<file path="src/rtl/nios2_fp_cpu_mulx_seq_if.sv">
// nios2_fp_cpu_mulx_seq_if
//   Handshake and data bundle between the M-stage operand latch and the
//   multiply sequencer.
//
//   start  : request, sampled by the sequencer only while busy=0
//   kill   : pipeline flush, abandons any in-flight op
//   op     : 00 mul, 01 mulxuu, 10 mulxsu, 11 mulxss
//   src1   : operand A (32 bit)
//   src2   : operand B (32 bit)
//   busy   : op in flight
//   done   : one-cycle result-valid pulse
//   result : registered result, held until the next done
//
//   master : requester side (pipeline / testbench)
//   slave  : sequencer side
interface nios2_fp_cpu_mulx_seq_if;
    logic        start;
    logic        kill;
    logic [1:0]  op;
    logic [31:0] src1;
    logic [31:0] src2;
    logic        busy;
    logic        done;
    logic [31:0] result;

    modport master (
        output start, kill, op, src1, src2,
        input  busy, done, result
    );

    modport slave (
        input  start, kill, op, src1, src2,
        output busy, done, result
    );
endinterface

</file>
<file path="src/rtl/nios2_fp_cpu_mulx_seq.sv">
// nios2_fp_cpu_mulx_seq
//   Multicycle 32x32 multiply sequencer built around one 16x16 unsigned
//   multiplier cell with a single product register stage. Produces the low
//   word (mul) or the high word (mulxuu / mulxsu / mulxss) of the 64-bit
//   product.
//
//   Ports:
//     clk    : single clock, all state updates on the rising edge
//     reset  : synchronous, active-high
//     bus    : nios2_fp_cpu_mulx_seq_if.slave (start, kill, op, src1, src2,
//              busy, done, result)
//
//   Configuration macro: MULX_SIGNED_EN
//     defined   : signed high-word correction in a FIX state, latency 6
//     undefined : no FIX state, op[1] ignored (10/11 behave as 01),
//                 result loaded on ACC exit, latency 5
//
//   Pipeline per op (start accepted at edge E0):
//     MUL idx0..3 : issue partial products A.lo*B.lo, A.hi*B.lo, A.lo*B.hi,
//                   A.hi*B.hi; the product register loads on the edge that
//                   ends each issue cycle
//     accumulator : adds the product register (shifted) one cycle later,
//                   so the last add happens on the edge that ends ACC
module nios2_fp_cpu_mulx_seq (
    input  logic                     clk,
    input  logic                     reset,
    nios2_fp_cpu_mulx_seq_if.slave   bus
);

    localparam logic [2:0] ST_IDLE = 3'd0;
    localparam logic [2:0] ST_MUL  = 3'd1;
    localparam logic [2:0] ST_ACC  = 3'd2;
    localparam logic [2:0] ST_FIX  = 3'd3;
    localparam logic [2:0] ST_DONE = 3'd4;

    logic [2:0]  state;
    logic [2:0]  state_next;
    logic [1:0]  idx;
    logic [1:0]  op_q;
    logic [31:0] a_q;
    logic [31:0] b_q;
    logic [31:0] prod;
    logic [1:0]  prod_sh;      // shift code of the product register: 0, 16, 32 bits
    logic [63:0] acc;
    logic [31:0] result_q;

    logic        accept;
    logic        add_en;
    logic [15:0] mul_a;
    logic [15:0] mul_b;
    logic [31:0] mul_p;
    logic [1:0]  issue_sh;
    logic [63:0] addend;
    logic [63:0] acc_sum;
    logic [1:0]  op_eff;

    // A new op is only taken when no op is in flight; kill always wins.
    assign accept = (state == ST_IDLE || state == ST_DONE) && bus.start && !bus.kill;

    // The product register holds a fresh partial product in MUL idx1..3 and
    // in ACC (the last one); MUL idx0 has nothing loaded yet.
    assign add_en = ((state == ST_MUL) && (idx != 2'd0)) || (state == ST_ACC);

`ifdef MULX_SIGNED_EN
    assign op_eff = bus.op;
`else
    // Without the signed path the signed high-word ops fold onto mulxuu.
    assign op_eff = bus.op[1] ? 2'b01 : bus.op;
`endif

    // Issue order: idx[0] selects the A half, idx[1] the B half. The shift
    // of each partial product is 16 * (number of high halves used).
    always_comb begin
        mul_a    = idx[0] ? a_q[31:16] : a_q[15:0];
        mul_b    = idx[1] ? b_q[31:16] : b_q[15:0];
        issue_sh = {1'b0, idx[0]} + {1'b0, idx[1]};
    end

    // The multiplier cell: unregistered inputs, output captured in prod.
    assign mul_p = mul_a * mul_b;

    // NOTE: every signal driven from always_comb gets a default first, so no
    // path through the block can leave it unassigned and infer a latch.
    always_comb begin
        addend = 64'h0;
        case (prod_sh)
            2'd0:    addend = {32'h0, prod};
            2'd1:    addend = {16'h0, prod, 16'h0};
            default: addend = {prod, 32'h0};
        endcase
    end

    // 64-bit wraparound: carries out of bit 63 are dropped.
    assign acc_sum = acc + addend;

`ifdef MULX_SIGNED_EN
    // Signed high-word correction modulo 2^32:
    //   signed A contributes -B*2^32 when A is negative,
    //   signed B contributes -A*2^32 when B is negative.
    logic [31:0] corr_a;
    logic [31:0] corr_b;
    logic [31:0] fix_hi;
    logic [31:0] fix_result;

    always_comb begin
        corr_a     = (op_q[1] && a_q[31]) ? b_q : 32'h0;
        corr_b     = ((op_q == 2'b11) && b_q[31]) ? a_q : 32'h0;
        fix_hi     = acc[63:32] - corr_a - corr_b;
        fix_result = (op_q == 2'b00) ? acc[31:0] : fix_hi;
    end
`endif

    always_comb begin
        state_next = state;
        if (bus.kill) begin
            state_next = ST_IDLE;
        end else begin
            case (state)
                ST_IDLE: if (bus.start) state_next = ST_MUL;
                ST_MUL:  if (idx == 2'd3) state_next = ST_ACC;
`ifdef MULX_SIGNED_EN
                ST_ACC:  state_next = ST_FIX;
                ST_FIX:  state_next = ST_DONE;
`else
                ST_ACC:  state_next = ST_DONE;
`endif
                ST_DONE: state_next = bus.start ? ST_MUL : ST_IDLE;
                default: state_next = ST_IDLE;
            endcase
        end
    end

    // NOTE: all state here is updated with non-blocking assignments so every
    // register samples the pre-edge values of the others, regardless of the
    // statement order within the block.
    always_ff @(posedge clk) begin
        if (reset) begin
            state    <= ST_IDLE;
            idx      <= 2'd0;
            op_q     <= 2'b00;
            a_q      <= 32'h0;
            b_q      <= 32'h0;
            prod     <= 32'h0;
            prod_sh  <= 2'd0;
            acc      <= 64'h0;
            result_q <= 32'h0;
        end else begin
            state <= state_next;

            if (accept) begin
                op_q <= op_eff;
                a_q  <= bus.src1;
                b_q  <= bus.src2;
                idx  <= 2'd0;
                acc  <= 64'h0;
            end else begin
                if (state == ST_MUL) begin
                    idx <= idx + 2'd1;
                end
                if (add_en) begin
                    acc <= acc_sum;
                end
            end

            if (state == ST_MUL) begin
                prod    <= mul_p;
                prod_sh <= issue_sh;
            end

`ifdef MULX_SIGNED_EN
            if ((state == ST_FIX) && !bus.kill) begin
                result_q <= fix_result;
            end
`else
            // Final accumulation and result selection share the ACC exit edge.
            if ((state == ST_ACC) && !bus.kill) begin
                result_q <= (op_q == 2'b00) ? acc_sum[31:0] : acc_sum[63:32];
            end
`endif
        end
    end

    // Status is decoded from the state register, so it resets to 0 with it.
    assign bus.busy   = (state == ST_MUL) || (state == ST_ACC) || (state == ST_FIX);
    assign bus.done   = (state == ST_DONE);
    assign bus.result = result_q;

endmodule

</file>
<file path="src/flat_wrapper.sv">
// flat-port wrapper written by rule: the top's interface ports become plain ports
module nios2_fp_cpu_mulx_seq_flat 
  (clk, reset, bus_start, bus_kill, bus_op, bus_src1, bus_src2, bus_busy, bus_done, bus_result);
  nios2_fp_cpu_mulx_seq_if bus_i ();
  input  logic clk;
  input  logic reset;
  input wire logic [$bits(bus_i.start)-1:0] bus_start;
  input wire logic [$bits(bus_i.kill)-1:0] bus_kill;
  input wire logic [$bits(bus_i.op)-1:0] bus_op;
  input wire logic [$bits(bus_i.src1)-1:0] bus_src1;
  input wire logic [$bits(bus_i.src2)-1:0] bus_src2;
  output wire logic [$bits(bus_i.busy)-1:0] bus_busy;
  output wire logic [$bits(bus_i.done)-1:0] bus_done;
  output wire logic [$bits(bus_i.result)-1:0] bus_result;
  assign bus_i.start = bus_start;
  assign bus_i.kill = bus_kill;
  assign bus_i.op = bus_op;
  assign bus_i.src1 = bus_src1;
  assign bus_i.src2 = bus_src2;
  assign bus_busy = bus_i.busy;
  assign bus_done = bus_i.done;
  assign bus_result = bus_i.result;
  nios2_fp_cpu_mulx_seq u_core (.clk(clk), .reset(reset), .bus(bus_i));
endmodule
</file>
<file path="config.mk">
export PLATFORM = sky130hd
export DESIGN_NAME = nios2_fp_cpu_mulx_seq_flat
export DESIGN_NICKNAME = d
export VERILOG_FILES = /design/src/rtl/nios2_fp_cpu_mulx_seq_if.sv /design/src/rtl/nios2_fp_cpu_mulx_seq.sv /design/src/flat_wrapper.sv
export SDC_FILE = /design/constraint.sdc
export NUM_CORES = 1
export LEC_CHECK = 0
export BUFFER_PORTS_ARGS = -buffer_cell sky130_fd_sc_hd__buf_2
export CAP_MARGIN = 20
export CORE_MARGIN = 4
export CORE_UTILIZATION = 52
export CTS_BUF_LIST = sky130_fd_sc_hd__clkbuf_8
export CTS_CLUSTER_SIZE = 30
export DETAILED_ROUTE_END_ITERATION = 7
export PLACE_DENSITY = 0.69
export SLEW_MARGIN = 20
export SYNTH_ARGS = -nofsm -noshare
export SYNTH_HDL_FRONTEND = slang
export SYNTH_SLANG_ARGS = --single-unit
</file>
<file path="constraint.sdc">
create_clock -name clk -period 10.59 [get_ports clk]
set_clock_uncertainty 0.2 [all_clocks]
set_input_delay 0 -clock clk [delete_from_list [all_inputs] [get_ports clk]]
set_output_delay 0 -clock clk [all_outputs]
set_load 0.005 [all_outputs]
</file>
==> results.sh, run 1 <==
export IMPL_outcome="finished clean"
export IMPL_gr_total_overflow=0
export IMPL_slew_headroom_pct=30.7
export IMPL_yosysSeqAreaShare_pct=19.0
export IMPL_rsz0062_at_grt="no"
export IMPL_grt_usage_pct=32.8
export IMPL_finalCriticalPeriod_ns=7.94
export IMPL_dp_hpwl_um=53700
export IMPL_tightest_slew_ns=1.01
export IMPL_rr_worst_depth=23
export IMPL_vias_per_cell=5.80
export IMPL_timing_rr_end="u_core.prod[23]"
export IMPL_core_area_um2=39900
export IMPL_dieHeight_um=209
export IMPL_end_kind="flip-flop"
export IMPL_start_util_pct=52.8
export IMPL_finalSetupViolCount=0
export IMPL_cp_endpoint="u_core.prod[23]"
export IMPL_wirelength_um=72800
export IMPL_antenna_cells=0
export IMPL_synth_nets=3150
export IMPL_grt_max_degree=75
export IMPL_ys_flop_type="dfxtp_1"
export IMPL_grt_pass1_wl_um=114000
export IMPL_reg2reg_from="u_core.idx[0]"
export IMPL_ys_ff_latch=200
export IMPL_slew_violations=0
export IMPL_timing_fmax_ghz=0.126
export IMPL_hold_path_class="input pin to flip-flop"
export IMPL_period_share_pct=75.0
export IMPL_critPathLaunchType="flip-flop"
export IMPL_ys_warn_count=0
export IMPL_cpMostUsedCell="fa_1"
export IMPL_cp_slowest_cell="dfxtp_2"
export IMPL_grt_pass1_vias=20300
export IMPL_die_w_um=209
export IMPL_first_pass_iters=5
export IMPL_place_congestion=0.955
export IMPL_grtUsageMet1_pct=41.1
export IMPL_synth_edf_count=0
export IMPL_clock_power_share_pct=32.1
export IMPL_crit_start="u_core.idx[0]"
export IMPL_clkTransAtPathRegs_ns=0.12
export IMPL_worst_path_stages=23
export IMPL_vias=20000
export IMPL_use_met3_pct=4.20
export IMPL_critical_path_class="flip-flop to flip-flop"
export IMPL_switching_share_pct=33.2
export IMPL_ys_types=80
export IMPL_p_total_mw=1.59
export IMPL_globalRoute_busiestLayer="met2"
export IMPL_async_flop_share_pct=0
export IMPL_design_die_area_um2=43800
export IMPL_clk_path_buf_depth=2
export IMPL_critical_path_top_delay_family="adder cells"
export IMPL_pre_cts_ws_ns=2.81
export IMPL_clock_sinks=200
export IMPL_num_rows=73
export IMPL_postCtsSetupBuffers=0
export IMPL_drive_above_1_share_pct=7.95
export IMPL_cp_max_fo=34
export IMPL_grtUsageMet2_pct=56.4
export IMPL_timing_setup_tns_ns=0
export IMPL_cts_max_level=4
export IMPL_final_nets=3340
export IMPL_max_stage_delay_ns=0.96
export IMPL_io_buffers=103
export IMPL_ant_nets=0
export IMPL_maxCapViolCount=0
export IMPL_power_leakage_nw=10.8
export IMPL_path_buf_inv=4
export IMPL_p_seq_share_pct=49.3
export IMPL_root_buffer="clkbuf_8"
export IMPL_antenna_found_initial=0
export IMPL_io_pins=104
export IMPL_netSwitchingPower_mw=0.528
export IMPL_timing_final_ws_setup_ns=2.65
export IMPL_cp_arrival_ns=8.22
export IMPL_area_growth_pct=14.8
export IMPL_intPower_mw=1.06
export IMPL_drt_initial_drc_count=1786
export IMPL_cts_made_buffers=17
export IMPL_cp_required_ns=10.87
export IMPL_p_per_area_nw_per_um2=65.7
export IMPL_syn_area_um2=21100
export IMPL_final_hold_violation_count=0
export IMPL_hold_ws_ns=0.0878
export IMPL_reg2reg_slack_ns=2.65
export IMPL_irDropWorstVdd_mv=0.0955
export IMPL_cts_tree="yes"
export IMPL_p_comb_share_pct=18.6
export IMPL_routedWlPerCell_um=21.1
export IMPL_insertion_delay_ns=0.55
export IMPL_drc=0
export IMPL_path_cells="mux2i_1, nor2_1, fa_1, inv_1, fa_1, fa_1, fa_1, inv_1, fa_1, inv_1, fa_1, inv_1, ha_1, a21o_1, a211oi_1, a211o_1, a21o_1, a21boi_0, o21ai_0, nand2b_1, nand3_1, a2111oi_0, a311o_1"
export IMPL_synthCells=2716
export IMPL_avgSynthCellArea_um2=7.76
-- per-stage QoR --
step / instances / area, um^2 / utilization [%]
after floorplan: 2716 / 21100 / -
after global placement: 3228 / 21900 / 55.0
after detailed placement: 3228 / 22000 / 55.0
after CTS: 3444 / 24200 / 60.6
after global routing: 3444 / 24200 / 60.6
final: 3444 / 24200 / 60.6
-- power by group through the flow --
stage / Combinational, mW / Clock (mW) / Sequential (mW)
after floorplan: 0.157 / 0 / 0.791
after global placement: 0.235 / 0 / 0.799
after detailed placement: 0.239 / 0 / 0.800
after CTS: 0.286 / 0.519 / 0.782
after global routing: 0.320 / 0.545 / 0.786
final: 0.296 / 0.510 / 0.784
-- cells by family (layout without fill, tap and decap cells) --
family / count (synthesis) / in the layout / share of synthesized area [%]
adders and majority gates: 364 / 364 / 28.6
buffers and inverters: 405 / 608 / 7.25
and+or+nand+nor: 1019 / 1019 / 21.0
DFF: 200 / 200 / 19.0
muxes: 85 / 85 / 4.22
xor gates and xnor gates: 73 / 73 / 3.03
AOI/OAI and AO/OA: 570 / 570 / 16.9
-- tightest hold or removal path: stages --
cell and delay [ns]:
dlygate4sd3_1 0.53, buf_2 0.19, nor4b_1 0.08
-- how the worst min path moves through the flow --
stage / slack (ns) / cells after the start / to / from
CTS: 0.03 / 3 / u_core.state[1] / bus_kill
global placement: 0.04 / 3 / u_core.a_q[7] / bus_src1[7]
detailed placement: 0.05 / 3 / u_core.a_q[7] / bus_src1[7]
global route: 0.10 / 3 / u_core.state[1] / bus_kill
floorplan: -0.12 / 1 / u_core.state[1] / bus_kill
finish: 0.09 / 3 / u_core.state[1] / bus_kill
-- registers in the layout, summed over array words and instances (netlist names) --
| name | flops |
|---|---|
| u_core.acc | 64 |
| u_core.a_q | 32 |
| u_core.b_q | 32 |
| u_core.bus.result | 32 |
| u_core.prod | 32 |
| u_core.state | 3 |
| u_core.idx | 2 |
| u_core.prod_sh | 2 |
| u_core.op_q | 1 |
-- cells in the mapped netlist (6+ instances only) --
| library cell | count | area share [%] |
|---|---|---|
| dfxtp_1 | 200 | 19 |
| o21bai_1 | 20 | 0.71 |
| nor2b_1 | 17 | 0.50 |
| nor4_1 | 7 | 0.21 |
| buf_1 | 17 | 0.30 |
| xor2_1 | 28 | 1.2 |
| nand2_1 | 507 | 9.0 |
| or2_2 | 8 | 0.24 |
| or3_1 | 11 | 0.33 |
| o21a_1 | 18 | 0.64 |
| o21ai_0 | 88 | 2.1 |
| a211oi_1 | 34 | 1.2 |
| nor2_1 | 259 | 4.6 |
| o31ai_1 | 8 | 0.29 |
| mux2_2 | 30 | 1.6 |
| a21o_1 | 53 | 1.9 |
| mux2i_1 | 55 | 2.6 |
| a21oi_1 | 247 | 5.9 |
| and2_1 | 35 | 1.0 |
| inv_1 | 258 | 4.6 |
| o211ai_1 | 17 | 0.61 |
| nand2b_1 | 26 | 0.77 |
| a31oi_1 | 18 | 0.53 |
| ha_1 | 169 | 10 |
| nand3b_1 | 16 | 0.57 |
| xnor2_1 | 45 | 1.9 |
| nand3_1 | 39 | 0.93 |
| nor3_1 | 32 | 0.76 |
| and3_1 | 12 | 0.36 |
| fa_1 | 195 | 19 |
| clkbuf_1 | 125 | 2.2 |
| a21boi_0 | 7 | 0.25 |
| nand4_1 | 27 | 0.80 |
| nor3b_1 | 6 | 0.21 |
-- what timing repair did --
| action | in CTS | in global routing |
|---|---|---|
| hold endpoints to repair | 88 | 0 |
| hold buffers | 184 | 0 |
| endpoints found under the setup margin | 0 | 0 |
| resized for setup | 0 | 0 |
-- per-layer routing --
metal  part of all wire [%]  vias to the layer above  wire length, um
met4                    5.5                        0             4020
met3                    4.8                      182             3470
met1                     42                     9687            30300
met5                      0                        -                0
li1                       -                     9390                -
met2                     48                      710            35000
-- layout make-up --
| cell class | count | area (um^2) |
|---|---|---|
| fillers | 3503 | 15700 |
| multi-input cells | 2111 | 15600 |
| flip-flops and latches | 200 | 4010 |
| repair buffers | 317 | 2580 |
| inverters | 259 | 972 |
| well taps | 525 | 657 |
| clock buffers | 18 | 248 |
| clock inverters | 14 | 139 |
-- layout by cell type, fill, tap and decap left out, types with 6 or more instances in the layout --
cell type        n
nand2_1        507
inv_1          258
nor2_1         257
a21oi_1        247
dfxtp_1        197
fa_1           195
dlygate4sd3_1  184
ha_1           169
buf_2          102
o21ai_0         88
mux2i_1         53
a21o_1          53
xnor2_1         45
nand3_1         39
and2_1          35
a211oi_1        34
nor3_1          31
buf_4           31
mux2_2          30
xor2_1          28
nand4_1         27
nand2b_1        24
o21bai_1        20
o21a_1          18
a31oi_1         18
clkbuf_8        18
o211ai_1        17
nor2b_1         16
nand3b_1        16
and3_1          12
or3_1           11
or2_2            8
o31ai_1          8
nor4_1           7
a21boi_0         7
nor3b_1          6
No activity file was read; power rests on OpenSTA's default activity.
==> run 2, diff against run 1 <==
- clock period: 10.59 -> 7.75 ns (I/O delays scaled with it)
==> results.sh, run 2 (synthesized netlist as in run 1, its figures left out) <==
export IMPL_clkTransAtPathRegs_ns=0.12
export IMPL_place_congestion=0.958
export IMPL_cp_arrival_ns=7.70
export IMPL_final_area_um2=24500
export IMPL_cp_max_fo=16
export IMPL_cts_made_buffers=17
export IMPL_timing_fmax_ghz=0.136
export IMPL_routedWlPerCell_um=21.8
export IMPL_cp_slowest_cell="dfxtp_2"
export IMPL_post_dp_cell_area_um2=22100
export IMPL_root_buffer="clkbuf_8"
export IMPL_layout_commonest_cell="nand2_1"
export IMPL_min_from="bus_op[1]"
export IMPL_drc=0
export IMPL_timing_setup_tns_ns=0
export IMPL_timing_rr_end="u_core.prod[23]"
export IMPL_fillers=3496
export IMPL_maxCapViolCount=0
export IMPL_p_seq_share_pct=48.2
export IMPL_grt_usage_pct=34.4
export IMPL_netSwitchingPower_mw=0.737
export IMPL_gr_total_overflow=0
export IMPL_slew_violations=0
export IMPL_end_kind="flip-flop"
export IMPL_p_per_area_nw_per_um2=90.8
export IMPL_num_rows=73
export IMPL_insertion_delay_ns=0.59
export IMPL_clock_sinks=200
export IMPL_p_comb_share_pct=19.4
export IMPL_max_stage_delay_ns=0.59
export IMPL_clk_path_buf_depth=2
export IMPL_reg2reg_from="u_core.idx[0]"
export IMPL_io_buffers=103
export IMPL_clock_power_share_pct=32.5
export IMPL_largest_register_ffs=64
export IMPL_regMostFlops="u_core.acc"
export IMPL_critPathLaunchType="flip-flop"
export IMPL_period_share_pct=94.9
export IMPL_ant_nets=0
export IMPL_cp_required_ns=8.09
export IMPL_finalSetupViolCount=0
export IMPL_path_buf_inv=5
export IMPL_final_cell_mix="nand2_1, inv_1, nor2_1"
export IMPL_outcome="finished clean"
export IMPL_antenna_cells=0
export IMPL_final_hold_violation_count=0
export IMPL_power_leakage_nw=10.8
export IMPL_design_die_area_um2=43800
export IMPL_multi_input_area_um2=15600
export IMPL_drive_above_1_share_pct=8.56
export IMPL_final_nets=3376
export IMPL_dp_hpwl_um=55100
export IMPL_first_pass_iters=5
export IMPL_irDropWorstVdd_mv=0.133
export IMPL_hold_path_class="input pin to flip-flop"
export IMPL_critical_path_top_delay_family="adder cells"
export IMPL_postCtsSetupBuffers=0
export IMPL_cts_tree="yes"
export IMPL_seq_area_um2=4010
export IMPL_die_w_um=209
export IMPL_grt_pass1_vias=20700
export IMPL_cpMostUsedCell="fa_1"
export IMPL_vias_per_cell=5.83
export IMPL_placedCellCount=3251
export IMPL_holdPathStages=4
export IMPL_reg2reg_slack_ns=0.39
export IMPL_cts_max_level=4
export IMPL_vias=20300
export IMPL_path_cells="buf_4, mux2_2, nor2b_1, fa_1, inv_1, fa_1, inv_1, fa_1, fa_1, fa_1, inv_1, fa_1, inv_1, ha_1, nand4_1, a211o_1, a21o_1, a21boi_0, o21ai_0, nand2b_1, nand3_1, a2111oi_0, a311o_1"
export IMPL_dieHeight_um=209
export IMPL_switching_share_pct=33.1
export IMPL_holdBufCountCts=197
export IMPL_slew_headroom_pct=35.4
export IMPL_start_util_pct=52.8
export IMPL_grt_max_degree=78
export IMPL_io_pins=104
export IMPL_rr_worst_depth=23
export IMPL_rsz0062_at_grt="no"
export IMPL_critical_path_class="flip-flop to flip-flop"
export IMPL_area_growth_pct=16.3
export IMPL_tightest_slew_ns=0.965
export IMPL_antenna_found_initial=0
export IMPL_grt_pass1_wl_um=118000
export IMPL_wirelength_um=75800
export IMPL_intPower_mw=1.49
export IMPL_drt_initial_drc_count=1589
export IMPL_hold_path_end="u_core.op_q[0]"
export IMPL_finalCriticalPeriod_ns=7.36
export IMPL_cts_resized_gates=0
export IMPL_core_area_um2=39900
export IMPL_final_cells=3480
## run 2: cell type report
class / instances / area share [%]
clock buffers: 17 / 0.955
clock inverters: 15 / 0.648
inverters: 259 / 3.97
multi-input cells: 2111 / 63.5
flip-flops and latches: 200 / 16.4
well taps: 525 / 2.68
repair buffers: 353 / 11.9
## run 2: worst max-delay path by stage
stage | startpoint | end | slack, ns | cells after the start
2_1_floorplan | u_core.idx[0] | u_core.prod[29] | 0.40 | 26
6_report | u_core.idx[0] | u_core.prod[23] | 0.39 | 23
5_1_grt | u_core.idx[0] | u_core.prod[23] | 0.06 | 23
3_3_place_gp | u_core.idx[0] | u_core.prod[23] | 0.59 | 23
3_5_place_dp | u_core.idx[0] | u_core.prod[29] | 0.48 | 23
4_1_cts | u_core.idx[0] | u_core.prod[23] | 0.46 | 23
## run 2: worst register-to-register path, cell delays in order, from the launching register on
cell and delay, ns:
dfxtp_2 0.59, buf_4 0.24, mux2_2 0.51, nor2b_1 0.23
fa_1 0.55, inv_1 0.05, fa_1 0.48, inv_1 0.06
fa_1 0.49, fa_1 0.50, fa_1 0.49, inv_1 0.05
fa_1 0.47, inv_1 0.04, ha_1 0.37, nand4_1 0.13
a211o_1 0.28, a21o_1 0.19, a21boi_0 0.37, o21ai_0 0.14
nand2b_1 0.18, nand3_1 0.12, a2111oi_0 0.44, a311o_1 0.17
## run 2: power groups by stage
stage	registers, mW	logic [mW]	clock network [mW]
floorplan	1.08	0.215	0
global placement	1.09	0.333	0
detailed placement	1.09	0.340	0
CTS	1.07	0.410	0.734
global route	1.07	0.465	0.762
finish	1.07	0.431	0.722
## run 2: routing by layer
metal  wire (um)  GRT usage (%)  vias to the layer above  part of all wire (%)
met4        4910           19.1                        0                   6.5
met1       30100           42.0                     9766                    40
met5           0              0                        -                     0
met2       36300           58.5                      870                    48
li1            -              -                     9458                     -
met3        4490           4.86                      205                   5.9
## run 2: stage by stage
stage / power (mW) / worst slack, ns / hold slack, ns / util (%)
2_1_floorplan: 1.30 / 0.401 / -0.123 / -
3_3_place_gp: 1.42 / 0.593 / 0.0409 / 55.4
3_5_place_dp: 1.43 / 0.481 / 0.0453 / 55.5
4_1_cts: 2.21 / 0.459 / 0.0661 / 61.4
5_1_grt: 2.30 / 0.0646 / 0.163 / 61.4
6_report: 2.22 / 0.395 / 0.138 / 61.4
